[config.mk]
export PLATFORM = sky130hd
export DESIGN_NAME = instruction_fetch_stage
export DESIGN_NICKNAME = d
export VERILOG_FILES = /design/src/rtl/instruction_fetch_stage.sv
export SDC_FILE = /design/constraint.sdc
export NUM_CORES = 1
export LEC_CHECK = 0
export CAP_MARGIN = 5
export CORE_AREA = 2 2 144 146
export CTS_BUF_LIST = sky130_fd_sc_hd__clkbuf_2 sky130_fd_sc_hd__clkbuf_4 sky130_fd_sc_hd__clkbuf_8
export CTS_CLUSTER_SIZE = 30
export DETAILED_ROUTE_END_ITERATION = 7
export DIE_AREA = 0 0 146 148
export MAX_ROUTING_LAYER = met4
export PLACE_DENSITY = 0.6
export SYNTH_ARGS = -nofsm -noshare
export SYNTH_HDL_FRONTEND = slang
export SYNTH_SLANG_ARGS = --single-unit
[constraint.sdc]
create_clock -name clock -period 2.49 [get_ports clock]
set_input_delay 0.747 -clock clock [delete_from_list [all_inputs] [get_ports clock]]
set_output_delay 0.747 -clock clock [all_outputs]
set_load 0.03 [all_outputs]
[src/rtl/instruction_fetch_stage.sv]
// rtl/instruction_fetch_stage.sv - PC register and IF/ID pipeline register for the fetch stage.
// Optional macro FETCH_BRANCH_DELAY_SLOT_EN keeps the word fetched on a redirect edge (delay slot).
module instruction_fetch_stage #(
  parameter logic [31:0] RESET_PC = 32'h0000_0000,
  parameter logic [31:0] FLUSH_PC = 32'h0000_0000
) (
  input  logic        clock,
  input  logic        reset,
  output logic [31:0] programCounter,
  input  logic [31:0] instructionData,
  input  logic        stall,
  input  logic        redirect,
  input  logic [31:0] redirectTarget,
  input  logic        flush,
  output logic        decodeValid,
  output logic [31:0] decodeInstruction,
  output logic [31:0] decodePc,
  output logic [31:0] decodeNextPc,
  output logic        decodeFault
);

  logic [31:0] pc_q, pc_d, pc_plus4;
  logic        valid_q, valid_d;
  logic [31:0] instr_q, instr_d;
  logic [31:0] dpc_q, dpc_d;
  logic [31:0] dnpc_q, dnpc_d;
  logic        fault_q, fault_d;

  assign pc_plus4 = pc_q + 32'd4;

  // Priority: flush > stall > redirect > sequential.
  always_comb begin
    pc_d    = pc_q;
    valid_d = valid_q;
    instr_d = instr_q;
    dpc_d   = dpc_q;
    dnpc_d  = dnpc_q;
    fault_d = fault_q;
    if (flush) begin
      pc_d    = FLUSH_PC;
      valid_d = 1'b0;
      instr_d = 32'd0;
      dpc_d   = 32'd0;
      dnpc_d  = 32'd0;
      fault_d = 1'b0;
    end else if (stall) begin
      pc_d = pc_q;
    end else if (redirect) begin
      pc_d = redirectTarget;
`ifdef FETCH_BRANCH_DELAY_SLOT_EN
      valid_d = 1'b1;
      instr_d = instructionData;
      dpc_d   = pc_q;
      dnpc_d  = pc_plus4;
      fault_d = |pc_q[1:0];
`else
      valid_d = 1'b0;
      instr_d = 32'd0;
      dpc_d   = 32'd0;
      dnpc_d  = 32'd0;
      fault_d = 1'b0;
`endif
    end else begin
      pc_d    = pc_plus4;
      valid_d = 1'b1;
      instr_d = instructionData;
      dpc_d   = pc_q;
      dnpc_d  = pc_plus4;
      fault_d = |pc_q[1:0];
    end
  end

  always_ff @(posedge clock or negedge reset) begin
    if (!reset) begin
      pc_q    <= RESET_PC;
      valid_q <= 1'b0;
      instr_q <= 32'd0;
      dpc_q   <= 32'd0;
      dnpc_q  <= 32'd0;
      fault_q <= 1'b0;
    end else begin
      pc_q    <= pc_d;
      valid_q <= valid_d;
      instr_q <= instr_d;
      dpc_q   <= dpc_d;
      dnpc_q  <= dnpc_d;
      fault_q <= fault_d;
    end
  end

  assign programCounter    = pc_q;
  assign decodeValid       = valid_q;
  assign decodeInstruction = instr_q;
  assign decodePc          = dpc_q;
  assign decodeNextPc      = dnpc_q;
  assign decodeFault       = fault_q;

endmodule

==> impl_summary.md <==
Detailed routing
For this block, the routed nets add up to 19050 um of wire. The count of nets left with antenna violations once routing finished came out at 0. The detailed-route DRC error count is 0. The via count is 5186.

Before antenna repair, the detailed router went through 4 iterations. The detailed-route wire length per cell is 18.28 um. The mean number of vias per cell is 4.977. For this block, the initial DRC count from the detailed router was 276.

Layout
The total inserted antenna cells is 0. Fill cells in the final layout number 1990. The utilization of the core after routing is 43.72%. The fraction of final layout cells with drive strength greater than 1 is 11.14%. Leaving out filler cells and counting taps, the final layout contains 1042. From synthesis to final layout, the design area changed by 48.63%. The net count of the finished layout is 830.

Floorplan
The region available for standard cell placement spans 20040 um^2. The floorplan step set the die height to 148 um. The floorplan step defined a die boundary enclosing 21610 um^2. During I/O placement, the number of pins put on the boundary was 199. The chip width is 146 um. The floorplan row count is 52. Once the floorplan was initialized, standard cells occupied 29.41% of the core.

Synthesis
The synthesis warning total is 0. Counting flops with a built-in enable in the synthesized netlist gives 0. The synthesized area divided by synthesized cell count is 10.49 um^2.

The proportion of register bits with asynchronous set or reset after synthesis is 100.0%. The number of different library cells in the post-synthesis netlist is 50. The mapped cell area is 5894 um^2. Sequential cells were found to cover 54.34% of the synthesized design area. The synthesized netlist cell count is 562. Ranked by total cell area, the synthesized netlist is headed by sky130_fd_sc_hd__dfrtp_1 (54%), sky130_fd_sc_hd__a22o_1 (9.5%), sky130_fd_sc_hd__nand2_1 (4.2%). The register bit count reported by yosys is 128. The library cell with the largest summed area after synthesis is sky130_fd_sc_hd__dfrtp_1. The most repeated cell in the gate-level netlist after synthesis is sky130_fd_sc_hd__dfrtp_1. The top cell type by area accounts for 54.34% of the synthesized area. Counting instances in the post-synthesis netlist gives the leading cell types as sky130_fd_sc_hd__dfrtp_1 (128), sky130_fd_sc_hd__nand2_1 (66), sky130_fd_sc_hd__a22o_1 (64). The synthesized netlist net count is 632. The main flop type after synthesis is sky130_fd_sc_hd__dfrtp_1.

Worst setup path
The cell with the biggest individual delay on the critical path is sky130_fd_sc_hd__clkdlybuf4s50_1. Data arrives at the worst endpoint at 1670 ps. The required time of the critical path is 1740 ps. The worst flop-to-flop path startpoint is programCounter[4]. The signal on the critical path passes through buf_4 > clkdlybuf4s50_1.

In this design, the stage delay of the slowest critical-path cell is 660 ps. The setup slack of the most critical reg-to-reg path is 260 ps. Of all nets on the critical path, the largest fanout is 5. The critical path is of the reg -> out type. The critical path startpoint is programCounter[7]. The worst setup path is launched from a flip-flop. The worst setup path is captured at an output port.

Placement
The count of buffers inserted at the top-level ports is 198. The HPWL after detailed placement is 13460 um. The cell count after placement is 1011. At the end of routability-driven placement, the weighted congestion stood at 0.8029.

Clocking
In this run the clock root is driven by a sky130_fd_sc_hd__clkbuf_8. The clock input transition at the sequential cells of the worst setup and hold paths is 80 ps. The clock sink count is 128.

The number of clock buffers added by TritonCTS is 17. For the worst-skew pair, the clock arrives at the later sink with an insertion delay of 440 ps. The H-tree was split into 4 levels. The longest clock path from root to sink contains 2 buffers. The clock tree from TritonCTS is done.

Timing
Adding up every negative setup slack in the final design gives 0 ps. Measured against its own limit, the worst slew margin works out to 69.27%. The final-report setup violation count is 0. The transition time at the pin with the least slew margin is 457.1 ps. The number of hold violations in the final report is 0.

The worst-case clock skew is 14.95 ps. The post-route minimum period is 2414 ps. After layout, the worst path uses 96.95% of the clock period. Setup repair after global routing left no endpoint under its margin. The highest achievable clock rate is 414.3 MHz. The number of max-slew violations in the final report is 0.

Outcome
The flow ran to the end, and the final reports show no timing, DRC or antenna violations.

Global routing
The wire length of the first global-routing pass is 30240 um. Summed over all layers, the global routing overflow is 0. Entering global routing, the biggest net connects 60 pins. The via count of the first global-routing pass is 5166. The number of antenna violations at the first check in global routing is 0.

In the global route stage, overall resource usage came out at 18.43%.

Pwr
The power density of the placed cells is 552.5 nW/um^2. The leakage power is 3.779 nW. The peak ir drop on the vdd network is 0.3513 mV.

Min path
The worst hold path belongs to the class in -> async.

Flow run
The count of max-cap constraint violations is 0.
## final cells by class
| cell class | instances | area [um^2] | share of cell area [%] |
|---|---|---|---|
| Clock buffer | 20 | 269.0 | 3.071 |
| Multi-Input combinational cell | 374 | 2449 | 27.95 |
| Timing Repair Buffer | 237 | 2356 | 26.89 |
| Clock inverter | 11 | 138.9 | 1.585 |
| Sequential cell | 128 | 3203 | 36.56 |
| Inverter | 2 | 7.507 | 0.08569 |
| Tap cell | 270 | 337.8 | 3.856 |
## critical path, delay by kind of cell, from the launching register on
family | cells | cell delay, ps
buffers and inverters | 2 | 820
flip-flops | 1 | 400
## sequential cells by signal (all words and copies together), names as in the netlist
name and flops:
decodeValid 1, decodePc 32, decodeFault 1, decodeNextPc 30
programCounter 32, decodeInstruction 32
## report_power, final
group          switching (mW)  internal, mW
logic                   0.406         0.329
registers              0.0695          2.14
clock network           0.854          1.04
total                    1.33          3.51
## layout by cell type (no fill, tap or decap), types with 11 or more instances in the layout
cell type	n
sky130_fd_sc_hd__a22o_1	64
sky130_fd_sc_hd__nand2_1	66
sky130_fd_sc_hd__dfrtp_1	128
sky130_fd_sc_hd__clkdlybuf4s50_1	185
sky130_fd_sc_hd__mux2i_1	11
sky130_fd_sc_hd__a21oi_1	20
sky130_fd_sc_hd__a22oi_1	15
sky130_fd_sc_hd__buf_4	32
sky130_fd_sc_hd__clkbuf_8	19
sky130_fd_sc_hd__o21ai_0	28
sky130_fd_sc_hd__xor2_1	15
sky130_fd_sc_hd__nor2_1	36
## final timing paths
path | endpoint | cells past startpoint
min reg2reg | decodePc[30] | 2
min | decodeNextPc[27] | 1
max in group asynchronous | decodePc[24] | 2
max reg2reg | programCounter[26] | 6
max | programCounter[7] | 2
min in group clock | decodePc[30] | 2
## stage by stage
step	hold WS, ps	area (um^2)	total power [mW]	setup WS, ps
2_1_floorplan	451.4	5894	2.582	265.9
3_3_place_gp	463.8	8351	2.996	127.8
3_5_place_dp	469.1	8351	2.999	108.5
4_1_cts	173.9	8751	4.908	19.07
5_1_grt	192.3	8761	5.067	2.620
6_report	200.9	8761	4.840	76.00
## routing by layer
layer  part of all wire [%]  track usage [%]  vias up
met4                    1.4            4.903        0
met3                    6.4            4.660       18
li1                       -                -     2434
met1                     45            24.23     2544
met5                      0                -        -
met2                     47            28.54      190
## logic make-up (layout without fill, tap and decap cells)
logic type | after synthesis | in the layout | synth area share (%)
AOI/OAI and AO/OA | 166 | 166 | 20.06
xor gates and xnor gates | 23 | 23 | 3.418
adders and majority gates | 1 | 1 | 0.2122
buffers and inverters | 60 | 270 | 4.415
DFF | 128 | 128 | 54.34
muxes | 11 | 11 | 1.868
and+or+nand+nor | 173 | 173 | 15.69
## repair_timing
action	in CTS	in global routing
setup buffers	0	0
gates cloned	0	0
pin swaps	0	0
resized for setup	6	4
hold buffers	0	0
endpoints found under the setup margin	6	4
hold endpoints to repair	0	0
Note: power is estimated with default switching activity, not from simulation.
